===== src/rtl/sync_up_counter_mod.sv =====
// -----------------------------------------------------------------------------
// sync_up_counter_mod
//   Synchronous modulo-(MAX_VAL+1) up counter with enable, synchronous clear,
//   saturating parallel load and a start/stop control FSM (IDLE/RUN/DONE).
//   With ONE_SHOT=1 the counter stops at MAX_VAL and raises done until the
//   next start. carry_out_o feeds en_i of the next stage so instances can be
//   chained into wider counters.
//
// Parameters
//   WIDTH     counter width in bits
//   MAX_VAL   terminal value (counts 0..MAX_VAL), must be < 2**WIDTH
//   ONE_SHOT  0 = wrap MAX_VAL->0 forever, 1 = stop at MAX_VAL and enter DONE
//
// Ports
//   clk_i        rising-edge clock
//   rst_ni       asynchronous active-low reset
//   en_i         count enable (only advances in RUN)
//   clr_i        synchronous clear (count=0, IDLE, done=0)
//   load_i       synchronous parallel load (saturated to MAX_VAL)
//   load_val_i   value for load_i
//   start_i      IDLE->RUN, or DONE->RUN with count restarted at 0
//   stop_i       RUN->IDLE, count held
//   count_o      current count (registered)
//   tc_o         count_o == MAX_VAL
//   carry_out_o  tc_o & en_i & RUN, for cascading
//   done_o       registered, high while in DONE
// -----------------------------------------------------------------------------
module sync_up_counter_mod #(
  parameter int WIDTH    = 4,
  parameter int MAX_VAL  = 15,
  parameter int ONE_SHOT = 0
) (
  input  logic             clk_i,
  input  logic             rst_ni,
  input  logic             en_i,
  input  logic             clr_i,
  input  logic             load_i,
  input  logic [WIDTH-1:0] load_val_i,
  input  logic             start_i,
  input  logic             stop_i,
  output logic [WIDTH-1:0] count_o,
  output logic             tc_o,
  output logic             carry_out_o,
  output logic             done_o
);

  // Reject a terminal value that does not fit in the counter.
  generate
    if ((MAX_VAL < 0) || (MAX_VAL >= (1 << WIDTH))) begin : g_bad_max_val
      $error("sync_up_counter_mod: MAX_VAL must be in 0 .. 2**WIDTH-1");
    end
  endgenerate

  localparam logic [WIDTH-1:0] MAX_C = WIDTH'(MAX_VAL);
  localparam logic [WIDTH-1:0] ZERO_C = '0;
  localparam logic [WIDTH-1:0] ONE_C  = WIDTH'(1);

  typedef enum logic [1:0] {
    ST_IDLE = 2'b00,
    ST_RUN  = 2'b01,
    ST_DONE = 2'b10
  } state_e;

  state_e           state_q, state_d;
  logic [WIDTH-1:0] count_q, count_d;
  logic             done_q, done_d;

  // Load values above the terminal value are clamped so the count never
  // leaves the 0..MAX_VAL range.
  function automatic logic [WIDTH-1:0] sat_load(input logic [WIDTH-1:0] v);
    if (v > MAX_C) begin
      return MAX_C;
    end else begin
      return v;
    end
  endfunction

  // State, count and done registers.
  always_ff @(posedge clk_i or negedge rst_ni) begin
    if (!rst_ni) begin
      state_q <= ST_IDLE;
      count_q <= ZERO_C;
      done_q  <= 1'b0;
    end else begin
      state_q <= state_d;
      count_q <= count_d;
      done_q  <= done_d;
    end
  end

  // Next-state logic. Priority: clr > load > start/stop > counting.
  always_comb begin
    state_d = state_q;
    count_d = count_q;
    done_d  = done_q;
    if (clr_i) begin
      state_d = ST_IDLE;
      count_d = ZERO_C;
      done_d  = 1'b0;
    end else if (load_i) begin
      // Load replaces the count step for this edge; the FSM stays put.
      count_d = sat_load(load_val_i);
    end else begin
      case (state_q)
        ST_IDLE: begin
          // Start only arms the counter; first increment comes on a later edge.
          if (start_i) begin
            state_d = ST_RUN;
          end else begin
            state_d = ST_IDLE;
          end
        end
        ST_RUN: begin
          // stop beats start and beats counting on the same edge.
          if (stop_i) begin
            state_d = ST_IDLE;
          end else if (en_i) begin
            if (count_q < MAX_C) begin
              count_d = count_q + ONE_C;
            end else if (ONE_SHOT != 0) begin
              state_d = ST_DONE;
              done_d  = 1'b1;
            end else begin
              count_d = ZERO_C;
            end
          end else begin
            count_d = count_q;
          end
        end
        ST_DONE: begin
          if (start_i) begin
            state_d = ST_RUN;
            count_d = ZERO_C;
            done_d  = 1'b0;
          end else begin
            state_d = ST_DONE;
          end
        end
        default: begin
          state_d = ST_IDLE;
          count_d = ZERO_C;
          done_d  = 1'b0;
        end
      endcase
    end
  end

  assign count_o     = count_q;
  assign done_o      = done_q;
  assign tc_o        = (count_q == MAX_C);
  assign carry_out_o = tc_o & en_i & (state_q == ST_RUN);

endmodule


===== config.mk =====
export PLATFORM = sky130hd
export DESIGN_NAME = sync_up_counter_mod
export DESIGN_NICKNAME = d
export VERILOG_FILES = /design/src/rtl/sync_up_counter_mod.sv
export SDC_FILE = /design/constraint.sdc
export NUM_CORES = 1
export LEC_CHECK = 0
export ABC_CLOCK_PERIOD_IN_PS = 1350
export CAP_MARGIN = 20
export CORE_AREA = 4 4 41 43
export CTS_BUF_LIST = sky130_fd_sc_hd__clkbuf_8 sky130_fd_sc_hd__clkbuf_16
export DETAILED_ROUTE_END_ITERATION = 8
export DIE_AREA = 0 0 45 47
export PLACE_DENSITY_LB_ADDON = 0.1
export SYNTH_ARGS = -nofsm -noshare
export SYNTH_HDL_FRONTEND = slang
export SYNTH_SLANG_ARGS = --single-unit

===== constraint.sdc =====
create_clock -name clk_i -period 1.35 [get_ports clk_i]
set_input_delay 0.27 -clock clk_i [delete_from_list [all_inputs] [get_ports clk_i]]
set_output_delay 0.27 -clock clk_i [all_outputs]
set_load 0.02 [all_outputs]

==> summary.md <==
| Metric | Value |
|---|---|
| N_diodes | `0` |
| Tcrit/Tclk final | `101.3%` |
| Post-Syn Area | `392.9 µm²` |
| DRT Wirelength | `1165 µm` |
| Post-synth EDFFs | `0` |
| Via count | `462` |
| FF-to-FF End | `count_o[3]` |
| FF-to-FF setup slack | `30 ps` |
| Routed length per instance | `12.14 µm` |
| Status | `complete, but fails checks` |
| ANT nets after route | `0` |
| FF+latch area | `152.6 µm²` |
| Fin crit period | `1368 ps` |
| Total clock sinks | `6` |
| Hold Path Class | `in -> async` |
| Routed vias/inst | `4.813` |
| Worst EP required | `1080 ps` |
| Die X | `45 µm` |
| Placer Congestion | `0.7738` |
| Peak VDD IR | `0.7029 mV` |
| Fmax | `731.2 MHz` |
| DR pass1 iterations | `2` |
| RSZ-0062 raised after global routing | `yes` |
| Failing checks | `setup timing` |
| Vias in the first global route | `457` |
| Die H | `47 µm` |
| Largest net degree at the start of global routing | `7` |
| Launch point of the worst path | `count_o[0]` |
| Yosys cell types | `25` |
| Count of final max-slew check failures | `0` |
| Yosys top cell area share | `38.22%` |
| Setup-failing EPs final | `1` |
| Sequential share of the synthesized area | `38.22%` |
| Finished Layout Cells | `96` |
| GRT Util Overall | `13.17%` |
| Initial Utilization | `30.19%` |
| Clock root buffer | `clkbuf_8` |
| Avg Cell Area, Syn | `8.929 µm²` |
| Area contributors post-synth | `dfrtp_1, nor2_1, nor4b_4, o21ai_1, inv_1` |
| Hold buffer count at CTS | `0` |
| Post-Route Setup TNS | `-17.70 ps` |
| CTS tree | `yes` |
| Crit path max fanout | `3` |
| Clock Latency Late Sink | `220 ps` |
| Skew final | `4.446 ps` |
| Drt drc | `0` |
| Placed insts | `88` |
| Clk slew on worst S/H paths | `40 ps` |
| Die area | `0.002115 mm²` |
| Area of the multi-input gates | `294.0 µm²` |
| WP data arrival | `1100 ps` |
| CTS Buffer Depth | `2` |
| Iteration-0 DRC Markers | `3` |
| Final #Nets | `95` |
| Layout cells sized above 1 | `53.09%` |
| Level count of the clock H-tree | `1` |
| Power Total | `0.6312 mW` |
| CP Class | `reg -> out` |
| Synth cell count leaders | `nor2_1, dfrtp_1, inv_1` |
| Max Cap Violations | `0` |
| Core ar. | `0.001301 mm²` |
| First-pass GRT wire length | `1952 µm` |
| TritonCTS buffer count | `3` |
| Rows | `13` |
| Cells after Synth | `44` |
| Yosys Warn Count | `0` |
| Cell Pwr Density | `774.9 mW/mm²` |
| Primary FF master, synth | `dfrtp_1` |
| Asr flop ratio synth | `100.0%` |
| Global route total overflow | `0` |
| Worst Setup Start Kind | `register` |
| P_leak | `0.3737 nW` |
| Layout fillers | `114` |
| Hold Vio Cnt, Final | `0` |
| Final HPWL DP | `872.6 µm` |
| Initial antenna violation count | `0` |
| Register bit count reported by yosys | `6` |
| DP Worst Slack | `-520.6 ps` |
| Critical R2R Launch | `count_o[0]` |
| Count leader, synth | `nor2_1` |
| Final WS setup | `-17.70 ps` |
| Critical Path Sink Type | `primary output` |
| Area leader, netlist | `dfrtp_1` |
| FF-to-FF path depth | `4` |
| Min Hold Slack | `290.3 ps` |
| Synthesis-to-finish area growth | `107.3%` |
| Syn nets | `56` |
| Ports | `18` |
| # port buffers | `16` |
-- cell type report --
cell class	instances	area share (%)
well taps	15	2.304
multi-input cells	33	36.10
clock buffers	3	5.069
repair buffers	35	35.94
flip-flops and latches	6	18.74
inverters	4	1.843
-- cell families after synthesis --
logic type / after synthesis / synth area share, %
AND/OR/NAND/NOR: 17 / 24.84
AO/OA/AOI/OAI: 14 / 27.07
flip-flops: 6 / 38.22
buffers and inverters: 5 / 5.732
adder cells (fa/ha/maj): 1 / 3.184
other: 1 / 0.9545
-- where the power goes --
part	switching (mW)	internal [mW]
combinational	0.0761	0.0878
sequential	0.0110	0.193
clock	0.0722	0.191
total	0.159	0.472
-- registers in the layout (all words and copies together) (netlist names) --
| name | cells |
|---|---|
| count_o | 4 |
| state_q | 2 |
-- layout by cell type, fill, tap and decap left out, types with 2 or more instances in the layout --
master / instances
nand2_2: 2
dfrtp_2: 2
inv_1: 4
dfrtp_1: 4
nor2_1: 7
buf_6: 5
a21oi_1: 2
buf_4: 16
nand2_1: 2
clkbuf_8: 3
dlygate4sd2_1: 3
clkbuf_2: 4
clkdlybuf4s50_1: 7
-- critical path, stage by stage, from the launching register on --
cell and delay [ps]:
dfrtp_2 380, ha_4 150, nand3_4 80, nor3_4 130, buf_6 140
-- routing by layer --
metal	vias to the layer above	part of all wire, %	track usage, %
li1	232	-	-
met1	218	44	16.16
met2	12	49	19.77
met3	0	7.6	7.663
met4	0	0	3.509
met5	-	0	0
-- per-stage QoR --
step	area [µm²]	util [%]
floorplan	406.6	-
global placement	683.2	52.50
detailed placement	683.2	52.50
CTS	789.5	60.67
global route	814.5	62.60
finish	814.5	62.60
-- timing repair --
item / CTS / global route
resized for setup: 30 / 11
setup endpoints to repair: 10 / 10
pin swaps: 6 / 6
buffers inserted: 3 / 2
-- how the worst max path moves through the flow --
| stage | end | slack [ps] |
|---|---|---|
| after floorplan | carry_out_o | 40 |
| after global placement | carry_out_o | -510 |
| after detailed placement | carry_out_o | -520 |
| after CTS | carry_out_o | -20 |
| after global routing | carry_out_o | -70 |
| final | carry_out_o | -20 |
(Power assumes the default switching activity.)
